$ cat src/rtl/dwc_pair_capture.sv
// Staging in front of the duplicate-with-compare comparator: pairs one word from each redundant core,
// hands the pair to the comparator, and reports a single verdict per pair (match, mismatch or timeout).
module dwc_pair_capture #(
    parameter int DW       = 32,
    parameter int PAIR_TMO = 64,
    parameter int CNT_W    = 16
) (
    input  logic             clk,
    input  logic             reset,
    input  logic             a_valid,
    input  logic [DW-1:0]    a_data,
    output logic             a_ready,
    input  logic             b_valid,
    input  logic [DW-1:0]    b_data,
    output logic             b_ready,
    output logic [31:0]      cmp_set,
    output logic [31:0]      cmp_a,
    output logic [31:0]      cmp_b,
    input  logic             cmp_done,
    input  logic             cmp_match,
    output logic             res_valid,
    output logic             res_match,
    output logic             res_timeout,
    output logic [CNT_W-1:0] mismatch_cnt,
    input  logic             cnt_clear
);

    typedef enum logic [1:0] {IDLE, WAIT_PAIR, CMP, REPORT} state_t;

    localparam int TW = (PAIR_TMO > 1) ? $clog2(PAIR_TMO) : 1;
    localparam logic [TW-1:0] TMO_LAST = TW'(PAIR_TMO - 1);
    localparam logic [31:0] SET_COMPARE = 32'd3;

    state_t            state_reg, state_next;
    logic              a_got_reg, a_got_next;
    logic              b_got_reg, b_got_next;
    logic [TW-1:0]     tmo_cnt_reg, tmo_cnt_next;
    logic              res_valid_reg, res_valid_next;
    logic              res_match_reg, res_match_next;
    logic              res_timeout_reg, res_timeout_next;
    logic [31:0]       cmp_a_reg, cmp_b_reg;
    logic [CNT_W-1:0]  cnt_reg;
    logic              a_acc, b_acc;

    // While waiting for the partner word, the side already captured is held off.
    assign a_ready = (state_reg == IDLE) || ((state_reg == WAIT_PAIR) && !a_got_reg);
    assign b_ready = (state_reg == IDLE) || ((state_reg == WAIT_PAIR) && !b_got_reg);
    assign a_acc   = a_valid && a_ready;
    assign b_acc   = b_valid && b_ready;

    assign cmp_set      = (state_reg == CMP) ? SET_COMPARE : 32'd0;
    assign cmp_a        = cmp_a_reg;
    assign cmp_b        = cmp_b_reg;
    assign res_valid    = res_valid_reg;
    assign res_match    = res_match_reg;
    assign res_timeout  = res_timeout_reg;
    assign mismatch_cnt = cnt_reg;

    always_comb begin
        state_next       = state_reg;
        a_got_next       = a_got_reg;
        b_got_next       = b_got_reg;
        tmo_cnt_next     = tmo_cnt_reg;
        res_valid_next   = 1'b0;
        res_match_next   = res_match_reg;
        res_timeout_next = res_timeout_reg;
        case (state_reg)
            IDLE: begin
                a_got_next   = a_acc;
                b_got_next   = b_acc;
                tmo_cnt_next = '0;
                if (a_acc && b_acc) begin
                    state_next = CMP;
                end else if (a_acc || b_acc) begin
                    state_next = WAIT_PAIR;
                end
            end
            WAIT_PAIR: begin
                // A late arrival on the final cycle still counts as a pair.
                if (a_acc || b_acc) begin
                    a_got_next = 1'b1;
                    b_got_next = 1'b1;
                    state_next = CMP;
                end else if (tmo_cnt_reg == TMO_LAST) begin
                    state_next       = REPORT;
                    res_valid_next   = 1'b1;
                    res_match_next   = 1'b0;
                    res_timeout_next = 1'b1;
                end else begin
                    tmo_cnt_next = tmo_cnt_reg + 1'b1;
                end
            end
            CMP: begin
                if (cmp_done) begin
                    state_next       = REPORT;
                    res_valid_next   = 1'b1;
                    res_match_next   = cmp_match;
                    res_timeout_next = 1'b0;
                end
            end
            REPORT: begin
                a_got_next = 1'b0;
                b_got_next = 1'b0;
                state_next = IDLE;
            end
            default: state_next = IDLE;
        endcase
    end

    always_ff @(posedge clk or negedge reset) begin
        if (!reset) begin
            state_reg       <= IDLE;
            a_got_reg       <= 1'b0;
            b_got_reg       <= 1'b0;
            tmo_cnt_reg     <= '0;
            res_valid_reg   <= 1'b0;
            res_match_reg   <= 1'b0;
            res_timeout_reg <= 1'b0;
        end else begin
            state_reg       <= state_next;
            a_got_reg       <= a_got_next;
            b_got_reg       <= b_got_next;
            tmo_cnt_reg     <= tmo_cnt_next;
            res_valid_reg   <= res_valid_next;
            res_match_reg   <= res_match_next;
            res_timeout_reg <= res_timeout_next;
        end
    end

    always_ff @(posedge clk or negedge reset) begin
        if (!reset) begin
            cmp_a_reg <= '0;
            cmp_b_reg <= '0;
        end else begin
            if (a_acc) cmp_a_reg <= 32'(a_data);
            if (b_acc) cmp_b_reg <= 32'(b_data);
        end
    end

    // Counts on the edge that closes REPORT; a clear on that same edge takes precedence.
    always_ff @(posedge clk or negedge reset) begin
        if (!reset) begin
            cnt_reg <= '0;
        end else if (cnt_clear) begin
            cnt_reg <= '0;
        end else if ((state_reg == REPORT) && (!res_match_reg || res_timeout_reg) && (cnt_reg != '1)) begin
            cnt_reg <= cnt_reg + 1'b1;
        end
    end

endmodule

$ cat config.mk
export PLATFORM = sky130hd
export DESIGN_NAME = dwc_pair_capture
export DESIGN_NICKNAME = d
export VERILOG_FILES = /design/src/rtl/dwc_pair_capture.sv
export SDC_FILE = /design/constraint.sdc
export NUM_CORES = 1
export LEC_CHECK = 0
export BUFFER_PORTS_ARGS = -buffer_cell sky130_fd_sc_hd__buf_2
export CAP_MARGIN = 10
export CELL_PAD_IN_SITES_DETAIL_PLACEMENT = 1
export CELL_PAD_IN_SITES_GLOBAL_PLACEMENT = 1
export CORE_MARGIN = 2
export CORE_UTILIZATION = 33
export DETAILED_ROUTE_END_ITERATION = 10
export PLACE_DENSITY_LB_ADDON = 0.08
export SLEW_MARGIN = 10
export SYNTH_ARGS = -nofsm -noshare
export SYNTH_HDL_FRONTEND = slang
export SYNTH_SLANG_ARGS = --single-unit
$ cat constraint.sdc
create_clock -name clk -period 1.8 [get_ports clk]
set_clock_uncertainty 0.05 [all_clocks]
set_input_delay 0 -clock clk [delete_from_list [all_inputs] [get_ports clk]]
set_output_delay 0 -clock clk [all_outputs]
set_load 0.05 [all_outputs]
==> results.toml, run 1 <==
[status]
status = "complete, but fails checks"
violations = "setup timing"

[critical_path]
path_max_fanout = 7
rr_endpoint = "cmp_b[28]$_DFFE_PN0P_"
r2r_setup_slack_ns = -0.04
arrival_ns = 2.02
path_class = "reg2reg"
required_ns = 1.98
cpPeakStageDelay_ns = 0.40
crit_path_start_kind = "register"
crit_slowest_cell = "dfrtp_1"
path_cells = "inv_2 -> ha_4 -> nor2b_4 -> o21a_4 -> clkbuf_16 -> mux2_4"
r2r_start = "state_reg[1]$_DFFE_PN0P_"
r2r_cells = 6
cp-end-kind = "register"

[placed_design]
portBuffers = 157
post-dp-hpwl_mm = 8.403
gp_congestion = 0.8043
placed_area_um2 = 5421

[floorplanning]
die_w_um = 118.5
initial_core_util_pct = 34.00
num_rows = 41
die_area_um2 = 14040
pin_count = 188
die_h_um = 118.5
coreArea_um2 = 12720

[routing]
avgViaCountPerCell = 4.628
drt_iter0_drc = 156
drt_first_pass_iters = 4
post-route-drc-count = 0
postRouteAntennaNets = 0
routed_wl_mm = 13.46
wl_per_cell_um = 16.97
vias = 3670

[logic_synthesis]
synthArstFlopShare_pct = 100.0
yosysWarnings = 0
avgSynthCellArea_um2 = 12.36
ys_seq_area_share_pct = 53.80
synth_cell_types = 44
ys_ff_latch = 93
syn_inst = 350
ys.flop_type = "dfrtp_1"
syn-cell-area_um2 = 4325
synth-edff-count = 0

[flow_run]
maxCapViolations = 0

[layout]
final_util_pct = 54.40
multi_input_area_um2 = 2091
nFillCells = 1389
final-seq-area_um2 = 2342
syn2layout_area_growth_pct = 59.99
diodes = 0
layout-drive-gt1-share_pct = 52.17
final_area_um2 = 6920
nets = 695

[global_routing]
grt_pass1_vias = 3984
grt.total_usage_pct = 18.83
grt_max_degree = 35
antenna_found_initial = 0
grt_overflow_total = 0
grt_pass1_wl_mm = 20.73

[power]
vdd_drop_max_uv = 1331
total_power_mw = 12.93
leakagePower_nw = 3.271
power_density_nw_per_um2 = 1869

[timing]
maxSlewViolCount = 0
finalCritPeriodShare_pct = 102.4
finalHoldViolCount = 0
maxClockFrequency_mhz = 542.6
layout_setup_ws_ns = -0.04299
min_period_ns = 1.843
slew_headroom_pct = 66.02
fin_setup_tns_ns = -0.4834
tightest_slew_ns = 0.5097
rsz0062_at_grt = "true"
setup_violations = 24

[clocking]
clkTransAtPathRegs_ns = 0.07
clk_latency_ns = 0.34
root_buffer = "clkbuf_16"
cts_tree = "built"
clock_sinks = 93
cts_buffer_depth = 2
htreeDepth = 3
cts_buffers = 9

[min_path]
worstHoldPathType = "in2reg"
hold_end = "res_match$_DFFE_PN0P_"
hold_depth = 4
hp-start = "cmp_match"
## per-layer routing
metal | share of wire, % | wire length (um) | global-route usage, %
met1 | 40 | 5370 | 21.29
met2 | 52 | 7050 | 33.24
met3 | 6.0 | 814 | 5.792
met4 | 1.7 | 225 | 7.143
met5 | 0 | 0 | 0
## where the power goes
group,internal [mW],leakage (nW),switching (mW)
sequential,2.93,1.13,0.505
clock,1.06,0.142,0.797
combinational,2.80,2.00,4.83
total,6.80,3.27,6.13
## kinds of logic (layout without fill, tap and decap cells)
family,after synthesis,count (layout),share of synthesized area (%)
AOI/OAI and AO/OA,31,31,5.265
xor gates and xnor gates,10,10,2.025
adders and majority gates,7,7,2.025
buffers and inverters,49,291,7.521
DFF,93,93,53.80
muxes,68,68,17.59
other,1,30,0.08670
and+or+nand+nor,91,91,11.69
## cells in the final DEF (no fill, tap or decap), drive strengths merged, types with 8 or more instances in the layout
cell,Yosys,layout
buf,39,195
dfrtp,93,93
dlygate4sd3,0,68
mux2,64,64
conb,1,30
nor2,20,20
nand2,18,18
clkbuf,2,15
nand3,13,13
xnor2,10,10
inv,8,8
## worst max-delay path: cells and delay by family, from the launching register on
family	cells	cell delay (ns)
adder cells (fa/ha/maj)	1	0.17
AND/OR/NAND/NOR	1	0.17
flip-flops	1	0.40
buffers and inverters	2	0.34
AO/OA/AOI/OAI	1	0.29
multiplexers	1	0.30
## metrics by stage
step	std cells	setup slack (ns)	hold WS, ns
finish	793	-0.04299	0.03611
global route	793	-0.1366	0.06782
CTS	785	-0.02777	0.01568
detailed placement	691	-0.05443	-0.04389
global placement	691	-0.03775	-0.05331
floorplan	379	0.002445	-0.3456
## layout make-up
class                           count  share of cell area, %
Sequential cell                    93                  33.85
Clock inverter                      5                 0.7774
Multi-Input combinational cell    237                  30.21
Clock buffer                       10                  3.309
Tap cell                          172                  3.110
Inverter                            8                 0.4339
Timing Repair Buffer              268                  28.31
## timing repair
item,4_1_cts,5_1_grt
hold endpoints to repair,170,0
hold buffers,68,0
setup buffers,10,4
setup endpoints to repair,75,89
pin swaps,5,7
gates resized for setup,14,59
gates cloned,1,4
## Yosys cell counts, drive strengths merged, types with 5 or more instances
master | number | area share (%)
nor2 | 20 | 1.7
ha | 7 | 2.0
nor3 | 7 | 1.1
mux2 | 64 | 17
inv | 8 | 0.69
buf | 39 | 6.7
nand2 | 18 | 1.7
o21ai | 7 | 0.81
nand3 | 13 | 1.6
nand4 | 7 | 1.0
xnor2 | 10 | 2.0
dfrtp | 93 | 54
nand2b | 5 | 0.72
## worst max path at each step
stage / start / end / slack [ns]
2_1_floorplan: state_reg[0]$_DFFE_PN0P_ / cmp_b[12]$_DFFE_PN0P_ / 0.002
3_3_place_gp: state_reg[1]$_DFFE_PN0P_ / mismatch_cnt[6]$_DFFE_PN0P_ / -0.04
3_5_place_dp: state_reg[0]$_DFFE_PN0P_ / tmo_cnt_reg[4]$_DFFE_PN0P_ / -0.05
4_1_cts: state_reg[0]$_DFFE_PN0P_ / tmo_cnt_reg[4]$_DFFE_PN0P_ / -0.03
5_1_grt: state_reg[0]$_DFFE_PN0P_ / tmo_cnt_reg[4]$_DFFE_PN0P_ / -0.14
6_report: state_reg[1]$_DFFE_PN0P_ / cmp_b[28]$_DFFE_PN0P_ / -0.04
No activity file was read; power rests on OpenSTA's default activity.
==> inputs of run 2 (changes only) <==
ABC_AREA = 1   (was not set)
CORE_UTILIZATION = 34   (was 33)
clock period = 2.1 ns   (was 1.8 ns; I/O delays follow)
==> run 2 against run 1 <==
  * The run now ends clean
  * Hold slack improved by 0.040 ns
  * Routed wire length is 1.0% higher
  * Setup slack better by 0.24 ns
  * Critical path depth increased by 2
  * Clock power decreased by 13%
  * Combinational power shrank 31%
  * Critical endpoint is now cmp_a[12]$_DFFE_PN0P_
  * Non-clock buffer count decreased by 33
  * First-iteration DRC count grew 28%
  * Critical path type unchanged
  * Register-to-register slack better by 0.24 ns
  * Count of clock-buffer cells in the layout stayed put
==> results.toml, run 2 <==
[status]
status = "finished, final reports clean"

[power]
vdd_drop_max_uv = 716.4
switching_share_pct = 53.05
p_int_mw = 4.583
p_comb_share_pct = 54.2
clock_power_share_pct = 16.6
power.switching_mw = 5.179
leakagePower_nw = 3.593
power_density_nw_per_um2 = 1536
seqPwrFrac_pct = 29.2

[logic_synthesis]
yosysTopAreaCell = "dfrtp_1"
synth_cell_types = 25
ys.flop_type = "dfrtp_1"
synth_area_leaders = "dfrtp_1 52%, nand2_1 25%, buf_4 5.8%"
avgSynthCellArea_um2 = 7.834
yosysWarnings = 0
synth_top_area_share_pct = 51.75
synth_commonest_cells = "294 x nand2_1, 93 x dfrtp_1, 35 x buf_4, 32 x inv_1, 25 x nand3_1"
ys_ff_latch = 93
synth-edff-count = 0
ys_seq_area_share_pct = 51.75
yosysMostFrequentCell = "nand2_1"
syn_inst = 574
synthArstFlopShare_pct = 100.0
syn-cell-area_um2 = 4497

[timing]
finalCritPeriodShare_pct = 90.39
finalHoldViolCount = 0
fin_setup_tns_ns = 0
maxSlewViolCount = 0
rsz0062_at_grt = "false"
tightest_slew_ns = 0.5673
slew_headroom_pct = 62.14
maxClockFrequency_mhz = 526.8
whs_ns = 0.07605
setup_violations = 0
min_period_ns = 1.898

[clocking]
clk_latency_ns = 0.35
post_cts_buffers = 0
clock_sinks = 93
root_buffer = "clkbuf_16"
clkTransAtPathRegs_ns = 0.07
cts_tree = "built"
htreeDepth = 3
cts_buffers = 9
cts_buffer_depth = 2

[floorplanning]
coreArea_um2 = 13090
die_area_um2 = 14160
initial_core_util_pct = 34.37
num_rows = 42
die_h_um = 119.0
die_w_um = 119.0
pin_count = 188

[flow_run]
maxCapViolations = 0

[placed_design]
post-dp-hpwl_mm = 9.139
portBuffers = 157
gp_congestion = 0.8552

[critical_path]
crit_path_start_kind = "register"
r2r_cells = 8
arrival_ns = 2.14
cp-end-kind = "register"
path_delay_family = "buffers and inverters"
rr_endpoint = "cmp_a[12]$_DFFE_PN0P_"
crit_slowest_cell = "dfrtp_1"
path_max_fanout = 32
r2r_setup_slack_ns = 0.20
path_buf_inv = 3
cpPeakStageDelay_ns = 0.45
required_ns = 2.34
r2r_start = "state_reg[0]$_DFFE_PN0P_"
path_cells = "inv_1 -> ha_1 -> inv_1 -> nand2_1 -> nand2_2 -> buf_4 -> nand2_1 -> nand2_1"
cpMostUsedCell = "nand2_1"
path_class = "reg2reg"

[routing]
postRouteAntennaNets = 0
routed_wl_mm = 13.60
vias = 4387
wl_per_cell_um = 13.88
post-route-drc-count = 0
avgViaCountPerCell = 4.477
drt_iter0_drc = 200
drt_first_pass_iters = 4

[layout]
final_cell_mix = "292 x nand2_1, 156 x buf_2, 93 x dfrtp_1"
layout_commonest_cell = "nand2_1"
nets = 878
layout-drive-gt1-share_pct = 24.50
syn2layout_area_growth_pct = 41.35
diodes = 0

[global_routing]
grt_overflow_total = 0
antenna_found_initial = 0
grt_max_degree = 45
grt_pass1_wl_mm = 22.63
grt.total_usage_pct = 19.80
grt_pass1_vias = 4547

[min_path]
worstHoldPathType = "in2async"
==> run 2: cell types whose count changed in the layout (fill, tap and decap cells not counted), moves of 15 or more <==
cell     change
nand2_1    +276
mux2_2      -32
mux2_4      -32
inv_1       +26
buf_4       -23
nand3_1     +15
==> run 2: cells by family after synthesis <==
group                      Yosys count  share of synthesized area [%]
adders and majority gates            7                          1.948
other                                1                        0.08339
and+or+nand+nor                    372                          33.67
AOI/OAI and AO/OA                   16                          1.892
xor gates and xnor gates             2                         0.3896
DFF                                 93                          51.75
buffers and inverters               83                          10.27
==> run 2: repair_timing <==
| action | CTS | global route |
|---|---|---|
| endpoints found under the hold margin | 152 | 0 |
| endpoints found under the setup margin | 0 | 30 |
| hold buffers | 68 | 0 |
| resized for setup | 0 | 4 |
==> run 2: layer usage <==
layer  track usage (%)  share of wire (%)
met2             32.18                 47
met3             4.741                5.6
met5                 0                  0
met4             7.515                2.1
met1             25.60                 46
==> run 2: layout make-up <==
class                   count  area (um2)
clock buffers              10       229.0
clock inverters             5       61.31
fillers                  1636        6729
inverters                  34       127.6
multi-input cells         427        1831
flip-flops and latches     93        2327
well taps                 176       220.2
repair buffers            235        1560
==> run 2: stage by stage <==
stage | setup WS (ns) | power (mW) | util [%] | std cells | cell area [um2]
final | 0.2018 | 9.763 | 48.58 | 980 | 6356
after global routing | 0.02726 | 10.42 | 48.58 | 980 | 6356
after CTS | 0.04724 | 9.808 | 48.44 | 980 | 6339
after detailed placement | 0.06817 | 8.027 | 41.02 | 897 | 5368
after global placement | 0.2272 | 7.911 | 41.02 | 897 | 5368
after floorplan | 0.02673 | 6.757 | - | 603 | 4606
==> run 2: how the worst max path moves through the flow <==
| stage | from | end | slack, ns | cells past startpoint |
|---|---|---|---|---|
| finish | state_reg[0]$_DFFE_PN0P_ | cmp_a[12]$_DFFE_PN0P_ | 0.20 | 8 |
| global route | state_reg[0]$_DFFE_PN0P_ | res_timeout$_DFFE_PN0P_ | 0.03 | 9 |
| CTS | state_reg[0]$_DFFE_PN0P_ | tmo_cnt_reg[5]$_DFFE_PN0P_ | 0.05 | 9 |
| detailed placement | state_reg[0]$_DFFE_PN0P_ | tmo_cnt_reg[5]$_DFFE_PN0P_ | 0.07 | 9 |
| global placement | state_reg[0]$_DFFE_PN0P_ | tmo_cnt_reg[5]$_DFFE_PN0P_ | 0.23 | 9 |
| floorplan | state_reg[1]$_DFFE_PN0P_ | state_reg[0]$_DFFE_PN0P_ | 0.03 | 13 |
==> run 2: power groups by stage <==
stage | logic [mW] | registers [mW] | clock network, mW
finish | 5.29 | 2.85 | 1.62
CTS | 5.28 | 2.84 | 1.69
floorplan | 1.76 | 5.00 | 0
detailed placement | 5.16 | 2.86 | 0
global route | 5.71 | 2.95 | 1.76
global placement | 5.08 | 2.83 | 0
==> inputs of run 3 (changes only) <==
MAX_ROUTING_LAYER = met4   (was not set)
RECOVER_POWER = 100   (was not set)
==> run 3 against run 2 <==
  * Global-route usage grew 0.58 points
  * Register-to-register slack barely moved
  * Combinational power down 4%
  * Sequential share of layout area grew 0.77 points
  * Final cell count did not move
  * Critical endpoint unchanged
  * Largest cell class unchanged
==> results.toml, run 3 (synthesized netlist as in run 2, its figures left out) <==
[status]
status = "finished, final reports clean"

[critical_path]
cp-end-kind = "register"
required_ns = 2.34
path_class = "reg2reg"
path_max_fanout = 32
arrival_ns = 2.14
crit_path_start_kind = "register"

[timing]
slew_headroom_pct = 35.84
tightest_slew_ns = 0.9624
maxClockFrequency_mhz = 526.0
setup_violations = 0
rsz0062_at_grt = "false"
min_period_ns = 1.901
finalHoldViolCount = 0
maxSlewViolCount = 0
finalCritPeriodShare_pct = 90.53
fin_setup_tns_ns = 0

[layout]
layout_commonest_cell = "nand2_1"
final_area_um2 = 6225
nets = 878
layout-drive-gt1-share_pct = 13.56
final_cell_mix = "292 x nand2_1, 93 x dfrtp_1, 86 x clkbuf_1"
syn2layout_area_growth_pct = 38.43
diodes = 0

[power]
vdd_drop_max_uv = 711.5
leakagePower_nw = 3.293
power_density_nw_per_um2 = 1542

[routing]
drt_iter0_drc = 186
routed_wl_mm = 13.62
wl_per_cell_um = 13.90
postRouteAntennaNets = 0
avgViaCountPerCell = 4.496
post-route-drc-count = 0
vias = 4406
drt_first_pass_iters = 4

[global_routing]
grt_pass1_wl_mm = 22.63
antenna_found_initial = 0
grt_overflow_total = 0
grt.total_usage_pct = 20.38
grt_pass1_vias = 4551
grt_max_degree = 45

[floorplanning]
die_w_um = 119.0
initial_core_util_pct = 34.37
pin_count = 188
die_h_um = 119.0
num_rows = 42
coreArea_um2 = 13090
die_area_um2 = 14160

[clocking]
root_buffer = "clkbuf_16"
cts_buffers = 9
htreeDepth = 3
clock_sinks = 93
post_cts_buffers = 0
cts_buffer_depth = 2
clkTransAtPathRegs_ns = 0.07
cts_tree = "built"
clk_latency_ns = 0.35

[placed_design]
placed_area_um2 = 5368
portBuffers = 157
gp_congestion = 0.8688
post-dp-hpwl_mm = 9.139

[flow_run]
maxCapViolations = 0

[min_path]
worstHoldPathType = "in2reg"
==> run 3: area by class of cell <==
type | instances | area [um2]
sequential | 93 | 2327
multi-input combinational | 427 | 1826
clock inverter | 5 | 61.31
fill | 1687 | 6860
clock buffer | 10 | 229.0
tap | 176 | 220.2
inverter | 34 | 127.6
timing repair buffer | 235 | 1434
==> run 3: per-layer routing <==
layer / global-route usage (%) / wire [um] / part of all wire (%)
met4: 7.515 / 242 / 1.8
met3: 4.262 / 663 / 4.9
met2: 32.15 / 6426 / 47
met5: - / 0 / 0
met1: 25.97 / 6289 / 46
==> run 3: final timing paths <==
| check | startpoint | to | slack [ns] | depth (start not counted) |
|---|---|---|---|---|
| worst max register to register | state_reg[0]$_DFFE_PN0P_ | cmp_a[12]$_DFFE_PN0P_ | 0.20 | 8 |
| max in group asynchronous | reset | cmp_a[9]$_DFFE_PN0P_ | 0.35 | 3 |
| worst max-delay path | state_reg[0]$_DFFE_PN0P_ | cmp_a[12]$_DFFE_PN0P_ | 0.20 | 8 |
| worst min register to register | cmp_b[9]$_DFFE_PN0P_ | cmp_b[9]$_DFFE_PN0P_ | 0.43 | 2 |
| worst min-delay path | a_valid | tmo_cnt_reg[1]$_DFFE_PN0P_ | 0.12 | 4 |
| min in group asynchronous | reset | mismatch_cnt[13]$_DFFE_PN0P_ | 0.20 | 2 |
==> run 3: timing repair <==
item | 4_1_cts | 5_1_grt
hold buffers | 68 | 0
endpoints found under the hold margin | 152 | 0
gates resized for setup | 0 | 4
setup endpoints to repair | 0 | 30
==> run 3: where the power goes <==
group	switching [mW]	internal [mW]
Combinational	4.10	0.997
Clock	0.701	0.923
Sequential	0.397	2.48
Total	5.20	4.39
==> run 3: critical path, stage by stage, from the launching register on <==
cell and delay (ns):
dfrtp_1 0.45, inv_1 0.12, ha_1 0.25, inv_1 0.10
nand2_1 0.10, nand2_2 0.18, buf_4 0.36, nand2_1 0.13
nand2_1 0.10
==> run 3: through the flow <==
stage	util, %	hold WS, ns	instances	worst slack, ns	total power [mW]
after floorplan	-	-0.3456	603	0.02673	6.757
after global placement	41.02	-0.08108	897	0.2272	7.911
after detailed placement	41.02	-0.08123	897	0.06817	8.027
after CTS	48.44	0.08864	980	0.04724	9.808
after global routing	47.57	0.1687	980	0.02373	10.26
final	47.57	0.1203	980	0.1989	9.596
